$ cat src/rtl/ov7670_pkg.sv
// Shared types and constants for the OV7670 pixel capture block.
package ov7670_pkg;

    typedef enum logic [1:0] {
        IDLE     = 2'd0,
        WAIT_VS  = 2'd1,
        WAIT_FRM = 2'd2,
        ACTIVE   = 2'd3
    } cap_state_e;

    localparam int H_ACTIVE_DEF = 640;
    localparam int V_ACTIVE_DEF = 480;
    localparam int SYNC_DEPTH   = 2;

endpackage

$ cat src/rtl/ov7670_sync_edge.sv
// Multi-flop synchronizer for an asynchronous camera signal, with optional
// rise/fall detection on the synchronized value.
module ov7670_sync_edge
    import ov7670_pkg::*;
#(
    parameter int W       = 1,
    parameter bit EDGE_EN = 1'b1
) (
    input  logic         clk,
    input  logic         reset_,
    input  logic [W-1:0] async_i,
    output logic [W-1:0] sync_o,
    output logic [W-1:0] rise_o,
    output logic [W-1:0] fall_o
);

    logic [W-1:0] stage_q [SYNC_DEPTH];

    // NOTE: non-blocking assignments keep every stage sampling its
    // predecessor's old value, so the chain really is SYNC_DEPTH flops deep.
    always_ff @(posedge clk or negedge reset_) begin
        if (!reset_) begin
            for (int i = 0; i < SYNC_DEPTH; i++) stage_q[i] <= '0;
        end else begin
            stage_q[0] <= async_i;
            for (int i = 1; i < SYNC_DEPTH; i++) stage_q[i] <= stage_q[i-1];
        end
    end

    assign sync_o = stage_q[SYNC_DEPTH-1];

    generate
        if (EDGE_EN) begin : g_edge
            logic [W-1:0] prev_q;

            always_ff @(posedge clk or negedge reset_) begin
                if (!reset_) prev_q <= '0;
                else         prev_q <= sync_o;
            end

            assign rise_o = sync_o & ~prev_q;
            assign fall_o = ~sync_o & prev_q;
        end else begin : g_no_edge
            assign rise_o = '0;
            assign fall_o = '0;
        end
    endgenerate

endmodule

$ cat src/rtl/ov7670_pixel_capture.sv
// OV7670 parallel-bus capture into the clk domain with x/y and frame markers.
// Define CAPTURE_ERR_EN to add sticky line-length / line-count error flags.
module ov7670_pixel_capture
    import ov7670_pkg::*;
#(
    parameter int H_ACTIVE = H_ACTIVE_DEF,
    parameter int V_ACTIVE = V_ACTIVE_DEF,
    parameter int XW       = 10,
    parameter int YW       = 9
) (
    input  logic          clk,
    input  logic          reset_,
    input  logic          pclk,
    input  logic          href,
    input  logic          vsync,
    input  logic [7:0]    d,
    input  logic          enable,
    output logic          pix_valid,
    output logic [7:0]    pix_data,
    output logic [XW-1:0] pix_x,
    output logic [YW-1:0] pix_y,
    output logic          sof,
    output logic          eol,
    output logic          eof,
    output logic          busy
`ifdef CAPTURE_ERR_EN
    ,
    input  logic          err_clr,
    output logic          err_line,
    output logic          err_frame
`endif
);

    localparam logic [XW-1:0] X_SAT  = XW'(H_ACTIVE);
    localparam logic [XW-1:0] X_LAST = XW'(H_ACTIVE - 1);
    localparam logic [YW-1:0] Y_SAT  = YW'(V_ACTIVE);

    logic       pclk_rise, href_s, href_fall, vsync_rise, vsync_fall;
    logic [7:0] d_s;
    logic       pclk_s_unused, pclk_fall_unused, href_rise_unused, vsync_s_unused;
    logic [7:0] d_rise_unused, d_fall_unused;

    ov7670_sync_edge u_pclk_sync (
        .clk(clk), .reset_(reset_), .async_i(pclk),
        .sync_o(pclk_s_unused), .rise_o(pclk_rise), .fall_o(pclk_fall_unused)
    );
    ov7670_sync_edge u_href_sync (
        .clk(clk), .reset_(reset_), .async_i(href),
        .sync_o(href_s), .rise_o(href_rise_unused), .fall_o(href_fall)
    );
    ov7670_sync_edge u_vsync_sync (
        .clk(clk), .reset_(reset_), .async_i(vsync),
        .sync_o(vsync_s_unused), .rise_o(vsync_rise), .fall_o(vsync_fall)
    );
    ov7670_sync_edge #(.W(8), .EDGE_EN(1'b0)) u_d_sync (
        .clk(clk), .reset_(reset_), .async_i(d),
        .sync_o(d_s), .rise_o(d_rise_unused), .fall_o(d_fall_unused)
    );

    cap_state_e    state_q;
    logic [XW-1:0] x_q;
    logic [YW-1:0] y_q;
    logic          pix_in, line_end, in_window;
    logic [YW-1:0] y_d;

    // d travels through an identical pipeline, so d_s is aligned with pclk_rise.
    assign pix_in    = pclk_rise & href_s;
    assign line_end  = href_fall & (x_q != '0);
    assign in_window = (x_q < X_SAT) && (y_q < Y_SAT);
    assign y_d       = (line_end && (y_q != Y_SAT)) ? y_q + 1'b1 : y_q;

    always_ff @(posedge clk or negedge reset_) begin
        if (!reset_) begin
            state_q   <= IDLE;
            x_q       <= '0;
            y_q       <= '0;
            pix_valid <= 1'b0;
            pix_data  <= '0;
            pix_x     <= '0;
            pix_y     <= '0;
            sof       <= 1'b0;
            eol       <= 1'b0;
            eof       <= 1'b0;
            busy      <= 1'b0;
        end else begin
            pix_valid <= 1'b0;
            sof       <= 1'b0;
            eol       <= 1'b0;
            eof       <= 1'b0;
            busy      <= (state_q == ACTIVE);
            case (state_q)
                IDLE:     if (enable) state_q <= WAIT_VS;
                WAIT_VS:  if (vsync_rise) state_q <= WAIT_FRM;
                WAIT_FRM: if (vsync_fall) begin
                    x_q     <= '0;
                    y_q     <= '0;
                    state_q <= ACTIVE;
                end
                ACTIVE: begin
                    if (pix_in) begin
                        if (in_window) begin
                            pix_valid <= 1'b1;
                            pix_data  <= d_s;
                            pix_x     <= x_q;
                            pix_y     <= y_q;
                            sof       <= (x_q == '0) && (y_q == '0);
                            eol       <= (x_q == X_LAST);
                        end
                        if (x_q != X_SAT) x_q <= x_q + 1'b1;
                    end
                    if (href_fall) begin
                        x_q <= '0;
                        y_q <= y_d;
                    end
                    // Frame end: enable is only looked at here, never mid-frame.
                    if (vsync_rise) begin
                        eof     <= 1'b1;
                        state_q <= enable ? WAIT_FRM : IDLE;
                    end
                end
                default: state_q <= IDLE;
            endcase
        end
    end

`ifdef CAPTURE_ERR_EN
    logic x_ovf_q, line_err_set, frame_err_set;

    // x saturates, so a separate flag remembers pixels beyond H_ACTIVE.
    always_ff @(posedge clk or negedge reset_) begin
        if (!reset_) begin
            x_ovf_q <= 1'b0;
        end else if ((state_q == ACTIVE && href_fall) || (state_q == WAIT_FRM && vsync_fall)) begin
            x_ovf_q <= 1'b0;
        end else if (state_q == ACTIVE && pix_in && x_q == X_SAT) begin
            x_ovf_q <= 1'b1;
        end
    end

    assign line_err_set  = (state_q == ACTIVE) && line_end && ((x_q != X_SAT) || x_ovf_q);
    assign frame_err_set = (state_q == ACTIVE) && vsync_rise && (y_d != Y_SAT);

    always_ff @(posedge clk or negedge reset_) begin
        if (!reset_) begin
            err_line  <= 1'b0;
            err_frame <= 1'b0;
        end else begin
            err_line  <= (err_line  & ~err_clr) | line_err_set;
            err_frame <= (err_frame & ~err_clr) | frame_err_set;
        end
    end
`endif

endmodule

$ cat config.mk
export PLATFORM = sky130hd
export DESIGN_NAME = ov7670_pixel_capture
export DESIGN_NICKNAME = d
export VERILOG_FILES = /design/src/rtl/ov7670_pkg.sv /design/src/rtl/ov7670_sync_edge.sv /design/src/rtl/ov7670_pixel_capture.sv
export SDC_FILE = /design/constraint.sdc
export NUM_CORES = 1
export LEC_CHECK = 0
export ABC_CLOCK_PERIOD_IN_PS = 2150
export CAP_MARGIN = 10
export CORE_ASPECT_RATIO = 0.7
export CORE_UTILIZATION = 53
export DETAILED_ROUTE_END_ITERATION = 6
export PLACE_DENSITY = 0.81
export SLEW_MARGIN = 10
export SYNTH_ARGS = -nofsm -noshare
export SYNTH_HDL_FRONTEND = slang
export SYNTH_SLANG_ARGS = --single-unit
export TNS_END_PERCENT = 20
$ cat constraint.sdc
create_clock -name clk -period 2.15 [get_ports clk]
set_input_delay 0.43 -clock clk [delete_from_list [all_inputs] [get_ports clk]]
set_output_delay 0.43 -clock clk [all_outputs]
set_load 0.02 [all_outputs]
==> impl_metrics.yaml <==
run_status:
  status: "complete, no violations"
critical_path:
  path_class: "flip-flop to flip-flop"
  cp_slowest_cell: "dfrtp_1"
  cp_top_family: "simple AND/OR/NAND/NOR gates"
  critical_path_arrival_ns: 2.35
  crit_fanout: 8
  cp-end-kind: "flip-flop"
  crit_buf_inv: 1
  cp_cell_sequence: "inv_1 > ha_1 > nor4b_2 > and4bb_2 > or3_1 > o211a_1 > a211o_1"
  start_kind: "flip-flop"
  crit_required_ns: 2.39
  slowest_delay_ns: 0.41
floorplan:
  num_rows: 22
  ioPinCount: 46
  die_w_um: 93.25
  start_util: 0.5697
  core_area_mm2: 0.005423
  die_area_mm2: 0.006143
  fp.dieH_um: 65.88
clock_network:
  clk_pin_slew_ns: 0.08
  clk_latency_ns: 0.35
  h-tree-depth: 3
  cts_hold_buf: 0
  cts_tree: "built"
  cts-root-buf: "clkbuf_8"
  cts_buffers: 9
  cts.sinks: 78
  clockBufferDepth: 2
yosys:
  ys_seq_area_frac: 0.6318
  yosysWarningCount: 0
  syn-num-nets: 255
  synth_ff_type: "dfrtp_1"
  avgSynthCellArea_um2: 13.03
  netlist_area_mm2: 0.003089
  yosys.cell_types.count: 45
  synth-seq-cells: 78
  syn_inst: 237
  async_flop_share: 1.000
  synth_edf_count: 0
timing:
  fin_crit_sh: 0.9826
  setup_viol: 0
  drv_slew: 0
  slew_headroom: 0.4762
  holdWs_ns: 0.04279
  period_needed_ns: 2.113
  hold_violations: 0
  max_freq_ghz: 0.4734
  tns_ns: 0
  fin_worst_skew_ns: 0.009762
  worst_slew_pin_slew_ns: 0.7804
  rsz0062_at_grt: "true"
place:
  gp_congestion: 0.8386
  dpl-instance-area_mm2: 0.003621
  dpl.hpwl_um: 3811
  io_buffers: 45
  dp.cells: 351
hold_path:
  hp-class: "input port to asynchronous set/reset pin"
cells_and_area:
  drive_gt1_frac: 0.1763
  multi_input_area_mm2: 0.001071
  area_growth_pct: 23.49
  stdcell_area_mm2: 0.003815
  layout.area.seq_mm2: 0.001952
  fin_nets: 308
  nFillCells: 389
  instances_no_fill: 367
  insertedDiodeCount: 0
detailed_routing:
  first_pass_iters: 4
  viasPerCell: 5.534
  wl_per_cell_um: 14.97
  wl_um: 5493
  vias: 2031
  drtIter0Drc: 139
  postRouteAntennaNets: 0
  drcViolationCount: 0
grt:
  grt.overflow.total: 0
  grt_max_degree: 43
  antenna_found_initial: 0
  track_usage: 0.2115
  grt_pass1_wl_um: 9487
  grt_pass1_vias: 1964
job:
  max_cap_viol_count: 0
power:
  p_clk_frac: 0.269
  p_leak_nw: 1.725
  p_sw_mw: 1.199
  combPwrFrac: 0.249
  powerDensity_mw_per_mm2: 969.7
  ir_drop_uv: 590.6
  sw_frac_of_total: 0.3242
  internal_power_mw: 2.500
  p_seq_frac: 0.481
## power by group through the flow
stage / clock network, mW / registers (mW) / logic (mW)
after floorplan: 0 / 1.91 / 0.455
after CTS: 1.03 / 1.78 / 0.913
after global routing: 1.10 / 1.81 / 1.01
after detailed placement: 0 / 1.81 / 0.910
after global placement: 0 / 1.80 / 0.882
final: 0.996 / 1.78 / 0.922
## through the flow
stage,total power [mW],setup WS [ns],utilization
finish,3.700,0.03744,0.7035
global route,3.923,-0.06420,0.7035
CTS,3.726,0.01732,0.7012
detailed placement,2.721,0.04354,0.6677
global placement,2.680,0.1538,0.6677
floorplan,2.360,0.1723,-
## state kept, by name, indices dropped and copies added (netlist names)
register and count:
sof 1, pix_x 10, u_d_sync.stage_q 8, u_vsync_sync.sync_o 1
u_pclk_sync.stage_q 1, eof 1, x_q 10, eol 1
pix_y 9, busy 1, u_href_sync.stage_q 1, u_href_sync.g_edge.prev_q 1
u_vsync_sync.g_edge.prev_q 1, pix_data 8, u_vsync_sync.stage_q 1, u_pclk_sync.g_edge.prev_q 1
y_q 9, u_pclk_sync.sync_o 1, u_href_sync.sync_o 1, pix_valid 1
u_d_sync.sync_o 8, state_q 2
## cells in the final DEF, fill, tap and decap left out, types with 4 or more instances in the layout
cell type        Yosys  final
clkdlybuf4s50_1      0     44
nand2_1             10     10
ha_1                 4      4
xnor2_1              6      6
nand4_1              6      6
mux2_2              23     23
inv_1                5      5
nor2_1              14     14
clkbuf_8             0      9
nor4_1               4      4
o21ai_0              8      8
nand3_1              9      9
buf_4                0      5
nor2b_1              4      4
xor2_1               5      5
nor3_1               6      6
and3_1               6      6
dfrtp_1             78     78
## per-layer routing
layer  part of all wire  routed length [um]  vias to the layer above  GRT usage
met1               0.46                2540                     1008     0.2792
met2               0.46                2532                       69     0.3226
met4              0.011                  59                        0    0.05769
li1                   -                   -                      946          -
met5                  0                   0                        -          0
met3              0.066                 361                        8    0.09080
## layout make-up
class,count,area share
sequential,78,0.5116
clock buffer,9,0.03247
clock inverter,7,0.01509
tap,72,0.02361
inverter,6,0.005904
timing repair buffer,50,0.1305
multi-input combinational,145,0.2807
## final timing paths
check	slack, ns	start	cells past startpoint	end
max in group asynchronous	1.53	reset_	2	u_vsync_sync.stage_q[1]
min in group clk	0.35	u_d_sync.stage_q[14]	0	u_d_sync.sync_o[6]
worst min register to register	0.35	u_d_sync.stage_q[14]	0	u_d_sync.sync_o[6]
worst max-delay path	0.04	x_q[0]	7	y_q[7]
worst max register to register	0.04	x_q[0]	7	y_q[7]
worst min-delay path	0.04	reset_	1	pix_data[3]
## logic make-up (layout without fill, tap and decap cells)
group                    Yosys count  count (layout)  share of synthesized area
multiplexers                      23              23                    0.08384
XOR/XNOR                          11              11                    0.03119
flip-flops                        78              78                     0.6318
AO/OA/AOI/OAI                     24              24                    0.05387
AND/OR/NAND/NOR                   83              83                     0.1576
adder cells (fa/ha/maj)            4               4                    0.01620
buffers and inverters             14              72                    0.02551
## timing repair
| item | 4_1_cts | 5_1_grt |
|---|---|---|
| buffers inserted | 0 | 0 |
| endpoints found under the setup margin | 0 | 13 |
| gates resized for setup | 0 | 3 |
## Yosys cell counts, types with 5 or more instances
master | number | area [um^2]
dfrtp_1 | 78 | 1952
mux2_2 | 23 | 259.0
nor2_1 | 14 | 52.55
nand2_1 | 10 | 37.54
nand3_1 | 9 | 45.04
o21ai_0 | 8 | 40.04
and3_1 | 6 | 37.54
nand4_1 | 6 | 37.54
nor3_1 | 6 | 30.03
xnor2_1 | 6 | 52.55
inv_1 | 5 | 18.77
xor2_1 | 5 | 43.79
No activity file was read; power rests on OpenSTA's default activity.
